## config.mk

```make
export PLATFORM = sky130hd
export DESIGN_NAME = spi_target
export DESIGN_NICKNAME = d
export VERILOG_FILES = /design/src/rtl/spi_target.sv
export SDC_FILE = /design/constraint.sdc
export NUM_CORES = 1
export LEC_CHECK = 0
export ABC_CLOCK_PERIOD_IN_PS = 1920
export CAP_MARGIN = 20
export CORE_MARGIN = 2
export CORE_UTILIZATION = 47
export CTS_BUF_LIST = sky130_fd_sc_hd__clkbuf_4 sky130_fd_sc_hd__clkbuf_8 sky130_fd_sc_hd__clkbuf_16
export CTS_CLUSTER_DIAMETER = 100
export DETAILED_ROUTE_END_ITERATION = 10
export PLACE_DENSITY = 0.73
export SETUP_SLACK_MARGIN = 0.05
export SLEW_MARGIN = 20
export SYNTH_ARGS = -nofsm -noshare
export SYNTH_HDL_FRONTEND = slang
export SYNTH_SLANG_ARGS = --single-unit
```

## constraint.sdc

```tcl
create_clock -name CLK -period 1.92 [get_ports CLK]
set_clock_uncertainty 0.15 [all_clocks]
set_input_delay 0.576 -clock CLK [delete_from_list [all_inputs] [get_ports CLK]]
set_output_delay 0.576 -clock CLK [all_outputs]
set_load 0.03 [all_outputs]
```

## src/rtl/spi_target.sv

```systemverilog
// spi_target: oversampled SPI target (mode 0, or mode 2 via CPOL) with a one-entry TX holding register
module spi_target #(
    parameter logic       CPOL      = 1'b0,
    parameter logic [7:0] IDLE_BYTE = 8'hFF
) (
    input  logic       CLK,
    input  logic       RESET,
    input  logic       SCK,
    input  logic       MOSI,
    input  logic       nSS,
    output logic       MISO,
    output logic       MISO_OE,
    input  logic [7:0] TX_DATA,
    input  logic       TX_VALID,
    output logic       TX_READY,
    output logic [7:0] RX_DATA,
    output logic       RX_VALID,
    output logic       BUSY,
    output logic       UNDERRUN
);
    typedef enum logic [1:0] {WAIT_DESEL, IDLE, ACTIVE} state_t;
    state_t      state;
    logic [2:0]  sck_s, nss_s, count;
    logic [1:0]  mosi_s;
    logic [7:0]  sr, hold, ld_byte;
    logic        full, rise, fall, nss_fall, desel, load;
    always_comb begin
        rise     = (sck_s[1] ^ CPOL) & ~(sck_s[2] ^ CPOL);
        fall     = ~(sck_s[1] ^ CPOL) & (sck_s[2] ^ CPOL);
        nss_fall = ~nss_s[1] & nss_s[2];
        desel    = nss_s[1];
        load     = (state == IDLE && nss_fall) || (state == ACTIVE && !desel && rise && count == 3'd7);
        ld_byte  = full ? hold : TX_VALID ? TX_DATA : IDLE_BYTE;
        TX_READY = ~full;
    end
    // nSS stages reset to "selected" so a frame already in progress after reset is never joined
    always_ff @(posedge CLK) begin
        if (RESET) begin
            sck_s    <= {3{CPOL}};
            nss_s    <= '0;
            mosi_s   <= '0;
            sr       <= '0;
            hold     <= '0;
            full     <= 1'b0;
            count    <= '0;
            state    <= WAIT_DESEL;
            MISO     <= 1'b1;
            MISO_OE  <= 1'b0;
            RX_DATA  <= '0;
            RX_VALID <= 1'b0;
            BUSY     <= 1'b0;
            UNDERRUN <= 1'b0;
        end else begin
            sck_s    <= {sck_s[1:0], SCK};
            nss_s    <= {nss_s[1:0], nSS};
            mosi_s   <= {mosi_s[0], MOSI};
            RX_VALID <= 1'b0;
            UNDERRUN <= load && !full && !TX_VALID;
            full     <= load ? 1'b0 : full | TX_VALID;
            if (!full && TX_VALID) hold <= TX_DATA;
            case (state)
                WAIT_DESEL: if (desel) state <= IDLE;
                IDLE: if (nss_fall) begin
                    MISO_OE <= 1'b1;
                    BUSY    <= 1'b1;
                    count   <= '0;
                    state   <= ACTIVE;
                end
                ACTIVE: if (desel) begin
                    MISO_OE <= 1'b0;
                    BUSY    <= 1'b0;
                    count   <= '0;
                    state   <= IDLE;
                end else if (rise) begin
                    sr    <= {sr[6:0], mosi_s[1]};
                    count <= count + 3'd1;
                    if (count == 3'd7) begin
                        RX_DATA  <= {sr[6:0], mosi_s[1]};
                        RX_VALID <= 1'b1;
                    end
                end else if (fall) MISO <= sr[7];
                default: state <= WAIT_DESEL;
            endcase
            // a load overrides the shift and presents the new MSB immediately
            if (load) begin
                sr   <= ld_byte;
                MISO <= ld_byte[7];
            end
        end
    end
endmodule

```

==> metrics.txt <==
status finished, final reports clean; crit end category flop; chip height 65.90 um; fin crit share between 90% and 100%; largest net degree at the start of global routing 19; GR Util met1 between 20% and 30%; Synth Cell Area between 1500 and 2000 um2; fin util between 60% and 70%; measured slew at the worst slew-check pin 0.3594 ns; pwr dens between 600 and 700 nW/um2; Post-synth top cells dfxtp_1, nor2_1, mux2i_1, nor2b_1, o21ai_0; vias ~1.4k; WP data required 1.95 ns; buffers added on ports 27; fraction of registers with async set or reset after synthesis 0%; Nets approximately 240; startpoint types flop; first-pass GRT wire length a little under 6000 um; R2R setup slack about 0.055 ns; Synth-to-Final Area Change 32.04%; diodes inserted 0; max incr delay on CP roughly 0.56 ns; crit path cell chain or4b_4, buf_6, o21ai_4, clkbuf_16, buf_4, a211oi_2; worst hold path type flop to flop; H-tree level count 2; Setup Crit Path Kind flop to flop; GPL Wtd Cong between 0.7 and 0.8; Cell Rows 22; number of remaining DRC errors 0; met2 usage ~29%; Slew Limit Headroom 75.97%; Mean Syn Cell Area 9.893 um2; cell with the most instances after synthesis dfxtp_1; Synth area leader dfxtp_1; vias in the first global route about 1.3k; Final Hold Viols 0; clock-pin slew on the worst setup and hold paths approximately 0.070 ns; max cap viols 0; Antenna Nets Post-Route 0; clk root buf clkbuf_8; CTS tree built; Syn Nets between 150 and 200; Die ar. between 4000 and 5000 um2; final number of setup-violating endpoints 0; peak supply drop 0.4960 mV; Crit-path slowest cell or4b_4; Fmax achieved 536.2 MHz; YS warnings 0; Final min period roughly 1.9 ns; EDFF count, synth 0; Core ar. around 3700 um2; 1st-iter DRT viols 47; RSZ-0062 raised after global routing true; GR Layer Usage met3 under 10%; ys flop type dfxtp_1; Top Ports 28; starting density of the core 49.18%; FF+latch count, synth between 40 and 50; share of the synthesized area in the top cell type a little under half; Die X-Extent about 66 um; GRT busiest layer met2; grt ovf 0; GRT Resource Usage Total about 18%; Gate Count Post-Synth roughly 180; wirelength, routed between 3000 and 4000 um; initial antenna violation count 0; WL per Instance approximately 13 um; Leakage Power approximately 0.9 nW; count of cell types in the netlist 35; filler instances between 300 and 400; Crit Path Max Fanout 7; total power 1.606 mW; share of post-route cells with drive strength above 1 about a fifth; CTS Buffer Depth 2; Worst EP arrival around 1.9 ns; TritonCTS Buffers 5; Seq/Total Area, Yosys between 40% and 50%; Worst-Skew Late Latency 0.29 ns; hpwl dp around 2500 um; drt first pass iters 4; top post-synthesis cells by area dfxtp_1, mux2i_1, nor2_1, a211oi_2, nor2b_1; via/cell ratio roughly 5.0; Final Slew Violations 0; CTS Sinks 42
## registers in the layout, indices dropped and copies added, names as in the netlist
signal,flops
RX_DATA,8
hold,8
sr,8
count,3
nss_s,3
sck_s,3
mosi_s,2
state,2
BUSY,1
MISO,1
RX_VALID,1
UNDERRUN,1
full,1
## cell usage in the layout, fill, tap and decap left out, types with 3 or more instances in the layout
cell and count:
dfxtp_1 40, nor2_1 29, mux2i_1 25, nor2b_1 15, clkdlybuf4s50_1 13, dlygate4sd2_1 13
buf_4 12, o21ai_0 9, nand2_1 8, a211oi_2 8, clkbuf_8 5, buf_6 5
inv_1 4, buf_12 3
## metal layers
| layer | vias to the layer above | wire length, um |
|---|---|---|
| met4 | 0 | 59 |
| met3 | 6 | 152 |
| met5 | - | 0 |
| met1 | 629 | 1649 |
| li1 | 714 | - |
| met2 | 25 | 1685 |
## where the power goes
| group | total, mW | switching [mW] | internal, mW | leakage (nW) |
|---|---|---|---|---|
| clock network | 0.544 | 0.266 | 0.278 | 0.0452 |
| registers | 0.907 | 0.0127 | 0.894 | 0.342 |
| logic | 0.154 | 0.0767 | 0.0778 | 0.515 |
| total | 1.61 | 0.355 | 1.25 | 0.903 |
## critical path: cells and delay by family (launching register included)
family / cells / cell delay (ns)
DFF: 1 / 0.32
and+or+nand+nor: 1 / 0.56
AOI/OAI and AO/OA: 2 / 0.26
buffers and inverters: 3 / 0.46
## final cells by class
cell class | count | area, um2 | area share [%]
Clock buffer | 7 | 83.83 | 3.526
Inverter | 4 | 15.01 | 0.6316
Multi-Input combinational cell | 125 | 889.6 | 37.42
Sequential cell | 42 | 843.3 | 35.47
Tap cell | 48 | 60.06 | 2.526
Timing Repair Buffer | 48 | 485.5 | 20.42
## cells by family (layout without fill, tap and decap cells)
logic type | after synthesis | in the layout | share of synthesized area (%)
fa+ha+maj | 2 | 2 | 1.390
mux | 25 | 25 | 13.90
compound gates | 30 | 30 | 14.04
simple gates | 68 | 68 | 19.18
buf+inv | 15 | 59 | 4.794
flops | 42 | 42 | 46.70
## metrics by stage
stage,hold WS (ns),setup TNS (ns),setup slack [ns],instance area (um2),cells
3_5_place_dp,0.2836,-1.541,-0.1975,2190,260
2_1_floorplan,0.2638,0,0.06998,1800,182
6_report,0.2946,0,0.05513,2377,274
3_3_place_gp,0.2720,-1.273,-0.1694,2190,260
4_1_cts,0.3002,0,0.05306,2317,273
5_1_grt,0.3215,0,0.01813,2377,274
## worst paths after layout
kind,start,end,cells past startpoint
worst max-delay path,nss_s[1]$_SDFF_PP0_,sr[5]$_SDFFE_PP0P_,6
worst min register to register,sck_s[0]$_SDFF_PP0_,sck_s[1]$_SDFF_PP0_,1
worst max register to register,nss_s[1]$_SDFF_PP0_,sr[5]$_SDFFE_PP0P_,6
worst min-delay path,sck_s[0]$_SDFF_PP0_,sck_s[1]$_SDFF_PP0_,1
## what timing repair did
action                                  in CTS  in global routing
buffers inserted                             6                  0
hold buffers                                 0                  0
gates resized for setup                     15                 13
cloned                                       0                  1
endpoints found under the setup margin      31                 14
pin swaps                                    1                  9
(Power assumes the default switching activity.)
